### config.mk
export PLATFORM = sky130hd
export DESIGN_NAME = dmem_arbiter_flat
export DESIGN_NICKNAME = d
export VERILOG_FILES = /design/src/rtl/dmem_pkg.sv /design/src/rtl/dmem_arbiter_if.sv /design/src/rtl/dmem_arb_prio.sv /design/src/rtl/dmem_arbiter.sv /design/src/flat_wrapper.sv
export SDC_FILE = /design/constraint.sdc
export NUM_CORES = 1
export LEC_CHECK = 0
export BUFFER_PORTS_ARGS = -buffer_cell sky130_fd_sc_hd__buf_2
export CAP_MARGIN = 20
export CORE_AREA = 3 3 100 102
export CTS_BUF_LIST = sky130_fd_sc_hd__clkbuf_8 sky130_fd_sc_hd__clkbuf_16
export CTS_CLUSTER_SIZE = 20
export DETAILED_ROUTE_END_ITERATION = 12
export DIE_AREA = 0 0 103 105
export MAX_ROUTING_LAYER = met4
export PLACE_DENSITY = 0.51
export SETUP_SLACK_MARGIN = 0.3
export SLEW_MARGIN = 0
export SYNTH_ARGS = -nofsm -noshare
export SYNTH_HDL_FRONTEND = slang
export SYNTH_HIERARCHICAL = 1
export SYNTH_SLANG_ARGS = --single-unit
### constraint.sdc
create_clock -name clk -period 5.05 [get_ports clk]
set_input_delay 0.7575 -clock clk [delete_from_list [all_inputs] [get_ports clk]]
set_output_delay 0.7575 -clock clk [all_outputs]
set_load 0.1 [all_outputs]
### src/rtl/dmem_pkg.sv
// -----------------------------------------------------------------------------
// dmem_pkg
// Types and constants shared by the data-memory arbiter and its priority
// helper.
//   state_e      : arbiter sequencing state (IDLE, core read owed, DMA read owed)
//   sel_e        : which requester owns the memory port this cycle
//   MEMCTRL_WORD : memctrl encoding for a full-word access (the only DMA size)
// -----------------------------------------------------------------------------
package dmem_pkg;

  typedef enum logic [1:0] {
    IDLE = 2'd0,  // free to accept one access this cycle
    CRD  = 2'd1,  // core load data returns this cycle
    DRD  = 2'd2   // DMA read data returns this cycle
  } state_e;

  typedef enum logic [1:0] {
    SEL_NONE = 2'd0,
    SEL_CORE = 2'd1,
    SEL_DMA  = 2'd2
  } sel_e;

  localparam logic [2:0] MEMCTRL_WORD = 3'b010;

endpackage : dmem_pkg

### src/rtl/dmem_arbiter_if.sv
// -----------------------------------------------------------------------------
// dmem_arbiter_if
// Bundles the three buses around the data-memory arbiter:
//   core side : corereqM/corewriteM/coreaddrM/corectrlM/corewdataM in,
//               corerdataM/corestallM out
//   DMA side  : dmareq/dmawrite/dmaaddr/dmawdata in,
//               dmagnt/dmardata/dmarvalid out
//   memory    : memaddr/memwe/memre/memctrl/memwdata out, memrdata in
// slave  = the arbiter's view, master = the surrounding system's view.
// -----------------------------------------------------------------------------
interface dmem_arbiter_if #(
  parameter int DATA_WIDTH = 32,
  parameter int ADDR_WIDTH = 18
);

  // Core memory stage
  logic                  corereqM;
  logic                  corewriteM;
  logic [ADDR_WIDTH-1:0] coreaddrM;
  logic [2:0]            corectrlM;
  logic [DATA_WIDTH-1:0] corewdataM;
  logic [DATA_WIDTH-1:0] corerdataM;
  logic                  corestallM;

  // DMA / loader port
  logic                  dmareq;
  logic                  dmawrite;
  logic [ADDR_WIDTH-1:0] dmaaddr;
  logic [DATA_WIDTH-1:0] dmawdata;
  logic                  dmagnt;
  logic [DATA_WIDTH-1:0] dmardata;
  logic                  dmarvalid;

  // Data memory
  logic [ADDR_WIDTH-1:0] memaddr;
  logic                  memwe;
  logic                  memre;
  logic [2:0]            memctrl;
  logic [DATA_WIDTH-1:0] memwdata;
  logic [DATA_WIDTH-1:0] memrdata;

  modport slave (
    input  corereqM, corewriteM, coreaddrM, corectrlM, corewdataM,
    output corerdataM, corestallM,
    input  dmareq, dmawrite, dmaaddr, dmawdata,
    output dmagnt, dmardata, dmarvalid,
    output memaddr, memwe, memre, memctrl, memwdata,
    input  memrdata
  );

  modport master (
    output corereqM, corewriteM, coreaddrM, corectrlM, corewdataM,
    input  corerdataM, corestallM,
    output dmareq, dmawrite, dmaaddr, dmawdata,
    input  dmagnt, dmardata, dmarvalid,
    input  memaddr, memwe, memre, memctrl, memwdata,
    output memrdata
  );

endinterface : dmem_arbiter_if

### src/rtl/dmem_arb_prio.sv
// -----------------------------------------------------------------------------
// dmem_arb_prio
// Combinational grant decision for the shared data-memory port.
//   corereq, dmareq : pending requests
//   waitcnt         : consecutive cycles the DMA has been refused
//   state           : arbiter state; only IDLE may issue a new access
//   sel             : requester granted this cycle (SEL_NONE if none)
// The core normally wins; a DMA that has waited MAX_WAIT cycles takes the
// port so it cannot be starved by a busy pipeline.
// -----------------------------------------------------------------------------
module dmem_arb_prio
  import dmem_pkg::*;
#(
  parameter int MAX_WAIT = 4,
  parameter int WCNT_W   = 3
) (
  input  logic              corereq,
  input  logic              dmareq,
  input  logic [WCNT_W-1:0] waitcnt,
  input  state_e            state,
  output sel_e              sel
);

  logic dma_starved;

  // NOTE: every output of a combinational block gets a default first, so no
  // path through the ifs can leave it unassigned and infer a latch.
  always_comb begin
    sel         = SEL_NONE;
    dma_starved = dmareq && (waitcnt >= WCNT_W'(MAX_WAIT));
    if (state == IDLE) begin
      if (corereq && !dma_starved) begin
        sel = SEL_CORE;
      end else if (dmareq) begin
        sel = SEL_DMA;
      end
    end
  end

endmodule : dmem_arb_prio

### src/rtl/dmem_arbiter.sv
// -----------------------------------------------------------------------------
// dmem_arbiter
// Shares the single-port synchronous data memory between the core M stage
// and a DMA/loader port.
//   clk : clock
//   rst : synchronous, active-high reset
//   bus : dmem_arbiter_if.slave (core, DMA and memory buses)
// Stores and DMA writes finish in the grant cycle. Reads take two cycles:
// the grant cycle drives memre, the following cycle (CRD or DRD) forwards
// memrdata to the requester and issues nothing new. corestallM holds the
// pipeline while a core load is outstanding or the core has lost the port.
// All outputs are forced to zero while rst is high, so a read caught by
// reset never produces a response.
// -----------------------------------------------------------------------------
module dmem_arbiter
  import dmem_pkg::*;
#(
  parameter int DATA_WIDTH = 32,
  parameter int ADDR_WIDTH = 18,
  parameter int MAX_WAIT   = 4
) (
  input  logic           clk,
  input  logic           rst,
  dmem_arbiter_if.slave  bus
);

  localparam int WCNT_W = $clog2(MAX_WAIT + 1);

  state_e              state_q, state_d;
  logic [WCNT_W-1:0]   waitcnt_q, waitcnt_d;
  sel_e                sel;

  logic [ADDR_WIDTH-1:0] addr_mux;
  logic [DATA_WIDTH-1:0] wdata_mux;

  dmem_arb_prio #(
    .MAX_WAIT (MAX_WAIT),
    .WCNT_W   (WCNT_W)
  ) u_prio (
    .corereq (bus.corereqM),
    .dmareq  (bus.dmareq),
    .waitcnt (waitcnt_q),
    .state   (state_q),
    .sel     (sel)
  );

  // NOTE: state registers use non-blocking assignments so every flop samples
  // the pre-edge values, independent of statement order.
  always_ff @(posedge clk) begin
    if (rst) begin
      state_q   <= IDLE;
      waitcnt_q <= '0;
    end else begin
      state_q   <= state_d;
      waitcnt_q <= waitcnt_d;
    end
  end

  always_comb begin
    state_d        = state_q;
    waitcnt_d      = waitcnt_q;
    addr_mux       = '0;
    wdata_mux      = '0;
    bus.memctrl    = '0;
    bus.memwe      = 1'b0;
    bus.memre      = 1'b0;
    bus.corestallM = 1'b0;
    bus.corerdataM = '0;
    bus.dmagnt     = 1'b0;
    bus.dmardata   = '0;
    bus.dmarvalid  = 1'b0;

    if (!rst) begin
      case (state_q)
        IDLE: begin
          case (sel)
            SEL_CORE: begin
              addr_mux    = bus.coreaddrM;
              wdata_mux   = bus.corewdataM;
              bus.memctrl = bus.corectrlM;
              if (bus.corewriteM) begin
                bus.memwe = 1'b1;
              end else begin
                bus.memre      = 1'b1;
                bus.corestallM = 1'b1;
                state_d        = CRD;
              end
            end
            SEL_DMA: begin
              addr_mux       = bus.dmaaddr;
              wdata_mux      = bus.dmawdata;
              bus.memctrl    = MEMCTRL_WORD;
              bus.dmagnt     = 1'b1;
              // The core, if requesting, lost arbitration and must hold.
              bus.corestallM = bus.corereqM;
              if (bus.dmawrite) begin
                bus.memwe = 1'b1;
              end else begin
                bus.memre = 1'b1;
                state_d   = DRD;
              end
            end
            default: ;
          endcase
        end
        CRD: begin
          bus.corerdataM = bus.memrdata;
          state_d        = IDLE;
        end
        DRD: begin
          bus.dmardata   = bus.memrdata;
          bus.dmarvalid  = 1'b1;
          bus.corestallM = bus.corereqM;
          state_d        = IDLE;
        end
        default: state_d = IDLE;
      endcase

      // Starvation counter: counts refused DMA cycles, saturating.
      if (bus.dmagnt) begin
        waitcnt_d = '0;
      end else if (bus.dmareq && (waitcnt_q < WCNT_W'(MAX_WAIT))) begin
        waitcnt_d = waitcnt_q + 1'b1;
      end
    end
  end

  assign bus.memaddr  = addr_mux;
  assign bus.memwdata = wdata_mux;

endmodule : dmem_arbiter
### src/flat_wrapper.sv
// flat-port wrapper written by rule: the top's interface ports become plain ports
module dmem_arbiter_flat import dmem_pkg::*;
#(
  parameter int DATA_WIDTH = 32,
  parameter int ADDR_WIDTH = 18,
  parameter int MAX_WAIT   = 4
)
  (clk, rst, bus_corereqM, bus_corewriteM, bus_coreaddrM, bus_corectrlM, bus_corewdataM, bus_corerdataM, bus_corestallM, bus_dmareq, bus_dmawrite, bus_dmaaddr, bus_dmawdata, bus_dmagnt, bus_dmardata, bus_dmarvalid, bus_memaddr, bus_memwe, bus_memre, bus_memctrl, bus_memwdata, bus_memrdata);
  dmem_arbiter_if #(.DATA_WIDTH(DATA_WIDTH), .ADDR_WIDTH(ADDR_WIDTH)) bus_i ();
  input  logic clk;
  input  logic rst;
  input wire logic [$bits(bus_i.corereqM)-1:0] bus_corereqM;
  input wire logic [$bits(bus_i.corewriteM)-1:0] bus_corewriteM;
  input wire logic [$bits(bus_i.coreaddrM)-1:0] bus_coreaddrM;
  input wire logic [$bits(bus_i.corectrlM)-1:0] bus_corectrlM;
  input wire logic [$bits(bus_i.corewdataM)-1:0] bus_corewdataM;
  output wire logic [$bits(bus_i.corerdataM)-1:0] bus_corerdataM;
  output wire logic [$bits(bus_i.corestallM)-1:0] bus_corestallM;
  input wire logic [$bits(bus_i.dmareq)-1:0] bus_dmareq;
  input wire logic [$bits(bus_i.dmawrite)-1:0] bus_dmawrite;
  input wire logic [$bits(bus_i.dmaaddr)-1:0] bus_dmaaddr;
  input wire logic [$bits(bus_i.dmawdata)-1:0] bus_dmawdata;
  output wire logic [$bits(bus_i.dmagnt)-1:0] bus_dmagnt;
  output wire logic [$bits(bus_i.dmardata)-1:0] bus_dmardata;
  output wire logic [$bits(bus_i.dmarvalid)-1:0] bus_dmarvalid;
  output wire logic [$bits(bus_i.memaddr)-1:0] bus_memaddr;
  output wire logic [$bits(bus_i.memwe)-1:0] bus_memwe;
  output wire logic [$bits(bus_i.memre)-1:0] bus_memre;
  output wire logic [$bits(bus_i.memctrl)-1:0] bus_memctrl;
  output wire logic [$bits(bus_i.memwdata)-1:0] bus_memwdata;
  input wire logic [$bits(bus_i.memrdata)-1:0] bus_memrdata;
  assign bus_i.corereqM = bus_corereqM;
  assign bus_i.corewriteM = bus_corewriteM;
  assign bus_i.coreaddrM = bus_coreaddrM;
  assign bus_i.corectrlM = bus_corectrlM;
  assign bus_i.corewdataM = bus_corewdataM;
  assign bus_corerdataM = bus_i.corerdataM;
  assign bus_corestallM = bus_i.corestallM;
  assign bus_i.dmareq = bus_dmareq;
  assign bus_i.dmawrite = bus_dmawrite;
  assign bus_i.dmaaddr = bus_dmaaddr;
  assign bus_i.dmawdata = bus_dmawdata;
  assign bus_dmagnt = bus_i.dmagnt;
  assign bus_dmardata = bus_i.dmardata;
  assign bus_dmarvalid = bus_i.dmarvalid;
  assign bus_memaddr = bus_i.memaddr;
  assign bus_memwe = bus_i.memwe;
  assign bus_memre = bus_i.memre;
  assign bus_memctrl = bus_i.memctrl;
  assign bus_memwdata = bus_i.memwdata;
  assign bus_i.memrdata = bus_memrdata;
  dmem_arbiter #(.DATA_WIDTH(DATA_WIDTH), .ADDR_WIDTH(ADDR_WIDTH), .MAX_WAIT(MAX_WAIT)) u_core (.clk(clk), .rst(rst), .bus(bus_i));
endmodule
# ---- Yosys cells after proc, flatten, opt, wreduce, memory -nomap -nowiden
# Index checks and enable logic that the tools add are counted.
dict set report classes {
  n_eq_ne 6
  magnitude_cmp 2
  n_bitwise 1
  reduce_logical 9
  mux 38
  add_sub_neg 1
}
# cell count
set ops {}
lappend ops {{two-way mux 32 bit} 6}
lappend ops {{case mux 32 bit (2 select lines)} 1}
lappend ops {{two-way mux 18 bit} 2}
lappend ops {{case mux 18 bit (2 select lines)} 1}
lappend ops {{two-way mux 1 bit} 15}
lappend ops {{two-way mux 2 bit} 5}
lappend ops {{case mux 1 bit (2 select lines)} 4}
lappend ops {{two-way mux 3 bit} 2}
lappend ops {{case mux 3 bit (2 select lines)} 1}
lappend ops {{== test 2 x 1 -> 1 bit, second input constant} 2}
lappend ops {{== test 2 bit, second input constant} 2}
lappend ops {{!= test 2 bit, second input constant} 2}
lappend ops {{case mux 2 bit (2 select lines)} 1}
lappend ops {{OR reduction 2 bit} 2}
lappend ops {{adder 3 x 1 -> 3 bit, second input constant} 1}
lappend ops {{>= comparator 3 bit, second input constant} 1}
lappend ops {{logical AND 1 bit} 3}
lappend ops {{less-than comparator 3 bit, second input constant} 1}
lappend ops {{AND reduction 3 bit} 1}
lappend ops {{zero test 2 bit} 1}
lappend ops {{nonzero test 2 bit} 1}
lappend ops {{zero test 1 bit} 1}
lappend ops {{inverter 1 bit} 1}
dict set report word_totals {
  elab_cells 59
  inputBits 141
  reg_bits 5
}

# ---- Longest topological paths before layout
# Gate-level depths: netlist of the first run.
dict set report logic_depth {
  word_depth 11
  ltp_mapped 8
}

# ---- Hierarchy
# Netlist of the first run, hierarchy kept.
# mod instances cells_each seq_area_each_um2 area_per_inst_um2
set modules_own_cells {}
lappend modules_own_cells {dmem_arbiter 1 233 100.1 1425.1}
lappend modules_own_cells {dmem_arb_prio 1 5 0.0 26.3}

# ---- Least setup slack after synthesis of the first run
# OpenSTA, ideal clock, no wires.
dict set report synth_path {
  path_kind {input-to-output}
  from {in bus_dmareq}
  to {out bus_memaddr[10]}
  path_slack_ps 1281
  t_arrival_ps 3012
  n_path_buf 2
  path_stages 8
  path_cell_list {nand2_1 > and3_1 > inv_1 > ha_1 > buf_4 > clkbuf_1 > a22oi_1 > nor2_1}
}
dict set report synth_between {
  elab_chain_cells 9
  word_cells_on_any_way 11
  cone_classes {eq/ne (2); mux (6); reduce/logical (3)}
}
# element line
set synth_lines {}
lappend synth_lines {{start, declared} flat_wrapper.sv:19} ;# input wire logic [$bits(bus_i.dmareq)-1:0] bus_dmareq;
lappend synth_lines {{logical AND 1 bit (*)} dmem_arb_prio.sv:30} ;# dma_starved = dmareq && (waitcnt >= WCNT_W'(MAX_WAIT));
lappend synth_lines {{zero test 1 bit (*)} dmem_arb_prio.sv:32} ;# if (corereq && !dma_starved) begin
lappend synth_lines {{logical AND 1 bit (*)} dmem_arb_prio.sv:32}
lappend synth_lines {{two-way mux 2 bit (*)} dmem_arb_prio.sv:32}
lappend synth_lines {{two-way mux 2 bit (*)} dmem_arb_prio.sv:31} ;# if (state == IDLE) begin
lappend synth_lines {{net u_core.sel[0]} dmem_arbiter.sv:31} ;# sel_e sel;
lappend synth_lines {{== test 2 bit / == test 2 x 1 -> 1 bit (equally long branches)} dmem_arbiter.sv:76} ;# case (sel)
lappend synth_lines {{case mux 18 bit (2 select lines) (*)} dmem_arbiter.sv:76}
lappend synth_lines {{two-way mux 18 bit (*)} dmem_arbiter.sv:74} ;# case (state_q)
lappend synth_lines {{two-way mux 18 bit (*)} dmem_arbiter.sv:73} ;# if (!rst) begin
lappend synth_lines {{end, declared} flat_wrapper.sv:26} ;# output wire logic [$bits(bus_i.memaddr)-1:0] bus_memaddr;
# The timed path passes the listed nets; every way through them passes the cells marked *.

# ---- Worst setup path after layout of the first run
dict set report layout_path {
  from {in bus_dmareq}
  to {out bus_corestallM}
}
dict set report layout_between {
  elab_chain_cells 9
  word_cells_on_any_way 11
  cone_classes {eq/ne (2); mux (6); reduce/logical (3)}
}
# element line
set layout_lines {}
lappend layout_lines {{logical AND 1 bit (*)} dmem_arb_prio.sv:30}
lappend layout_lines {{zero test 1 bit (*)} dmem_arb_prio.sv:32}
lappend layout_lines {{logical AND 1 bit (*)} dmem_arb_prio.sv:32}
lappend layout_lines {{two-way mux 2 bit (*)} dmem_arb_prio.sv:32}
lappend layout_lines {{two-way mux 2 bit (*)} dmem_arb_prio.sv:31}
lappend layout_lines {{net u_core.sel[0]} dmem_arbiter.sv:31}
lappend layout_lines {{== test 2 bit / == test 2 x 1 -> 1 bit (equally long branches)} dmem_arbiter.sv:76}
lappend layout_lines {{case mux 1 bit (2 select lines) (*)} dmem_arbiter.sv:76}
lappend layout_lines {{case mux 1 bit (2 select lines) (*)} dmem_arbiter.sv:74}
lappend layout_lines {{two-way mux 1 bit (*)} dmem_arbiter.sv:73}
lappend layout_lines {{end, declared} flat_wrapper.sv:18} ;# output wire logic [$bits(bus_i.corestallM)-1:0] bus_corestallM;
# Marked as above.

==> metrics.txt, run 1 <==
DIE HEIGHT=roughly 110 µm; CTS buffer count=3; Vias=2636; Post-CTS Setup Inserts=0; WP buf/inv=4; Max Clock Freq=0.275 GHz; crit-path leading delay family=simple AND/OR/NAND/NOR gates; initial core utilization=0.158; initial drt markers=120; Seq. cell area=100 µm²; first-pass GRT wire length=roughly 11000 µm; measured slew at the worst slew-check pin=0.976 ns; gr usage total=0.129; layout cells sized above 1=0.570; I/O pin cnt=263; die area=between 10000 and 15000 µm²; clk_lat worst skew=0.22 ns; slowest stage delay, CP=0.53 ns; Fillers=1009; non-filler cells, final=592; main area contributors after synthesis=a22oi_1 (26%), and3_1 (16%), nor2_1 (15%); Leak=1.90 nW; cell with the most instances after synthesis=nor2_1; # hold bufs at CTS=0; async set-reset flop share out of synthesis=0; Max Transition Viols Final=0; wire length on met2=~4100 µm; FP Rows=35; largest net degree at the start of global routing=between 50 and 60; core box area=9200 µm²; nets=626; max_cap viols=0; top sig layer=met4; Seq cells post-synth=5; wire length on met3=roughly 690 µm; Pwr Density=approximately 160 nW/µm²; Synth area leader=a22oi_1; drt first pass iters=4; gpl congestion=0.738; multi-input logic area=1230 µm²; crit-path cells=buf_2 -> nand2_1 -> and3_1 -> inv_1 -> ha_2 -> inv_1 -> nand2_2 -> o22ai_1 -> buf_2; Synth Flop Type=dfxtp_1; clk slew on worst S/H paths=about 0.03 ns; outcome=finished clean; Syn Nets=382; Via density=4.45; wl on met1=about 3100 µm; CTS H-Tree Depth=1; antenna diode count=0; max_slew headroom=0.347; Worst Path Required=4.29 ns; TritonCTS clock tree=built; Hold Vio Cnt, Final=0; WS Path Type=input port to output port; hold depth=2; # DRC=0; Startpoint Class=input port; critical path fanouts, max=54; post-synth top area share=0.264; library cells used by synthesis=24; detailed-route wire length=7910 µm; IO buf count=262; placed cells=586; Detail Route Antenna Nets=0; fin crit share=0.719; Synth Instances=238; CP Capture Type=output port; DR WL/cell=13.4 µm; synth cell count leaders=nor2_1 (58), a22oi_1 (51), and3_1 (37), and2_1 (34), clkbuf_1 (15); Post-synth EDFFs=0; sequential fraction of the synthesis area=0.0690; DP Wirelength=6370 µm; worst min path class=flop to flop; post-CTS sizing=0; Syn Area/Cell=between 6 and 7 µm²; WP data arrival=2.88 ns; Syn. warnings=6; area grow syn2layout=99.5%; final setup fails=0; grt total ovfl=0; critical path's slowest cell=nand2_2; Max rail drop VDD=0.000132 V; clock tree buffer depth=2; total negative setup slack=0 ns; worst r2r path cells=7; vias in the first global route=2361; die width=103 µm; synthesized area=1450 µm²; CP Depth=9; clk sinks=5; initial antenna violation count=0; clock skew=0.00251 ns; RSZ-0062 raised after global routing=false; CTS root buf=clkbuf_8; min cycle time layout=3.63 ns
-- routing by layer --
metal,global-route usage,vias up
li1,-,1328
met1,0.151,1163
met2,0.240,143
met3,0.0174,2
met4,0.00833,0
met5,-,-
-- logic make-up (layout without fill, tap and decap cells) --
| kind of cell | count (synthesis) | count (layout) | share of synthesized area |
|---|---|---|---|
| and+or+nand+nor | 140 | 140 | 0.512 |
| AOI/OAI and AO/OA | 58 | 58 | 0.291 |
| buffers and inverters | 30 | 273 | 0.0897 |
| muxes | 1 | 1 | 0.00690 |
| DFF | 5 | 5 | 0.0690 |
| xor gates and xnor gates | 1 | 1 | 0.00604 |
| adders and majority gates | 3 | 3 | 0.0259 |
-- power by group --
| part | internal [W] | switching (W) |
|---|---|---|
| sequential | 0.0000419 | 0.00000180 |
| clock | 0.0000521 | 0.0000195 |
| combinational | 0.0000875 | 0.000260 |
| total | 0.000181 | 0.000281 |
-- state kept, by name, summed over array words and instances (netlist names) --
name / flops
u_core/state_q: 2
u_core/waitcnt_q: 3
-- layout by cell type (no fill, tap or decap) --
cell and instances:
nor3b_4 1, inv_1 4, nand2_2 1, buf_4 2, a21oi_1 5, and2_1 34, buf_2 262, and3_1 37
clkbuf_8 3, ha_1 1, nor3_2 1, ha_2 2, nor2_1 58, o22ai_1 1, nor3b_1 1, dfxtp_1 5
nand2_1 2, mux2i_1 1, buf_12 1, xnor2_1 1, nor2b_1 1, nor4_1 1, nand2b_1 3, a21o_1 1
buf_16 1, a22oi_1 51
-- worst paths after layout --
kind / to / from / slack (ns)
setup / recovery: bus_corestallM / bus_dmareq / 1.42
hold / removal: u_core/waitcnt_q[1]$_SDFFE_PP0P_ / u_core/waitcnt_q[1]$_SDFFE_PP0P_ / 0.52
setup reg to reg: u_core/state_q[0]$_SDFFE_PP0P_ / u_core/state_q[1]$_SDFFE_PP0P_ / 3.01
hold reg to reg: u_core/waitcnt_q[1]$_SDFFE_PP0P_ / u_core/waitcnt_q[1]$_SDFFE_PP0P_ / 0.52
-- worst reg2reg max path: stages, from the launching register on --
cell and delay, ns:
dfxtp_1 0.37, buf_16 0.19, nor2_1 0.08, and3_1 0.19, inv_1 0.06, ha_2 0.62
nand2b_1 0.24, nor3b_1 0.22
-- through the flow --
step	power, W	area, µm²	setup WS [ns]	hold WS (ns)	util
after detailed placement	0.000390	2800	1.05	0.507	0.305
after CTS	0.000464	2850	0.809	0.515	0.310
after global routing	0.000491	2900	1.19	0.565	0.315
final	0.000463	2900	1.42	0.516	0.315
after floorplan	0.000298	1450	1.28	0.465	-
after global placement	0.000387	2800	1.15	0.484	0.305
-- layout make-up --
| class | instances | share of cell area |
|---|---|---|
| well taps | 111 | 0.0480 |
| clock inverters | 1 | 0.00130 |
| clock buffers | 3 | 0.0143 |
| multi-input cells | 203 | 0.424 |
| flip-flops and latches | 5 | 0.0346 |
| inverters | 3 | 0.00389 |
| repair buffers | 266 | 0.475 |
Note: power is estimated with default switching activity, not from simulation.
==> run 2, diff against run 1 <==
- PLACE_DENSITY: 0.51 -> 0.53
- clock period: 5.05 -> 3.1 ns (I/O delays scaled with it)
==> metrics.txt, run 2 (same netlist as run 1, synthesis figures left out) <==
Max Clock Freq=between 0.3 and 0.4 GHz; drt first pass iters=4; outcome=finished clean; FP Rows=35; I/O pin cnt=263; max FFs per register=3; largest net degree at the start of global routing=57; post-CTS sizing=0; # DRC=0; critical path's slowest cell=dfxtp_1; critical path fanouts, max=54; crit-path leading delay family=simple AND/OR/NAND/NOR gates; measured slew at the worst slew-check pin=0.903 ns; slowest stage delay, CP=roughly 0.46 ns; CTS H-Tree Depth=1; die width=103 µm; Leak=2.06 nW; DR WL/cell=14.1 µm; Reg with most FFs=u_core/waitcnt_q; setup slack, reg-to-reg=1.35 ns; TritonCTS clock tree=built; clk slew on worst S/H paths=0.03 ns; nets=around 630; max_cap viols=0; clock tree buffer depth=2; DP Wirelength=around 7000 µm; gpl congestion=0.822; Worst R2R Start=u_core/state_q[1]$_SDFFE_PP0P_; Via density=around 4.5; antenna diode count=0; clock skew=approximately 0.0014 ns; Max Transition Viols Final=0; worst r2r path cells=7; crit-path cells=nor2_1 -> and3_1 -> inv_1 -> ha_4 -> inv_1 -> nand2_2 -> buf_12 -> nor2_1 -> buf_12; CP Capture Point=bus_memaddr[17]; CP Depth=9; WP data arrival=2.15 ns; Pwr Density=230 nW/µm²; max_slew headroom=0.397; area grow syn2layout=171%; Detail Route Antenna Nets=0; Worst Path Required=2.63 ns; most frequent cells in the layout=buf_2 (203), buf_12 (62), a22oi_1 (51); detailed-route wire length=8350 µm; Startpoint Class=flop; fin crit share=0.844; CP Capture Type=output port; min cycle time layout=2.62 ns; # hold bufs at CTS=0; Top Registers=u_core/waitcnt_q (3), u_core/state_q (2); DIE HEIGHT=105 µm; WS Path Type=flop to output port; gr usage total=0.142; reg2reg end=u_core/waitcnt_q[0]$_SDFFE_PP0P_; Worst Setup SP=u_core/state_q[1]$_SDFFE_PP0P_; Post-CTS Setup Inserts=0; IO buf count=262; initial core utilization=0.158; initial drt markers=85; vias in the first global route=2501; worst min path class=flop to flop; initial antenna violation count=0; most common cell after layout, fill and taps aside=buf_2; Vias=2667; CTS root buf=clkbuf_8; first-pass GRT wire length=12200 µm; Finished Core Util=0.428; Max rail drop VDD=~0.00017 V; Hold Path Origin=u_core/waitcnt_q[1]$_SDFFE_PP0P_; Hold Vio Cnt, Final=0; WP buf/inv=4; grt total ovfl=0; layout cells sized above 1=0.678; CTS buffer count=3; clk sinks=5; total negative setup slack=0 ns; die area=10800 µm²; core box area=around 9200 µm²; clk_lat worst skew=between 0.2 and 0.25 ns; final setup fails=0; RSZ-0062 raised after global routing=false
-- run 2: final cells by class --
| type | count | area [µm²] |
|---|---|---|
| Clock buffer | 3 | 41.3 |
| Clock inverter | 1 | 3.75 |
| Fill cell | 904 | 5260 |
| Inverter | 3 | 11.3 |
| Multi-Input combinational cell | 203 | 1370 |
| Sequential cell | 5 | 100 |
| Tap cell | 111 | 139 |
| Timing Repair Buffer | 267 | 2270 |
-- run 2: power breakdown --
part	switching (W)	internal, W	leakage, nW
Sequential	0.00000305	0.0000683	0.0408
Clock	0.0000279	0.0000845	0.0269
Combinational	0.000470	0.000250	1.99
Total	0.000501	0.000403	2.06
-- run 2: worst min-delay path, cell delays in order, from the launching register on --
cell	delay, ns
dfxtp_1	0.32
mux2i_1	0.07
nor2_1	0.08
-- run 2: through the flow --
step / setup WS [ns] / std cells / power [W] / cell area [µm²] / hold WS [ns]
6_report: 0.484 / 593 / 0.000904 / 3940 / 0.510
5_1_grt: 0.314 / 593 / 0.000954 / 3940 / 0.555
4_1_cts: 0.387 / 593 / 0.000910 / 3930 / 0.518
3_5_place_dp: 0.566 / 589 / 0.000793 / 3880 / 0.509
3_3_place_gp: 0.590 / 589 / 0.000788 / 3880 / 0.484
2_1_floorplan: 0.171 / 238 / 0.000513 / 1590 / 0.465
-- run 2: how the worst min path moves through the flow --
stage,to,slack (ns),cells after the start
finish,u_core/waitcnt_q[1]$_SDFFE_PP0P_,0.51,2
global route,u_core/waitcnt_q[1]$_SDFFE_PP0P_,0.56,2
CTS,u_core/waitcnt_q[1]$_SDFFE_PP0P_,0.52,2
detailed placement,u_core/waitcnt_q[1]$_SDFFE_PP0P_,0.51,2
global placement,u_core/waitcnt_q[1]$_SDFFE_PP0P_,0.48,2
floorplan,u_core/waitcnt_q[1]$_SDFFE_PP0P_,0.46,2
-- run 2: per-layer routing --
layer	track usage	wire, µm	vias up
met4	0.0333	160	0
met5	-	0	-
li1	-	-	1327
met1	0.167	3190	1187
met2	0.255	4420	139
met3	0.0167	580	14
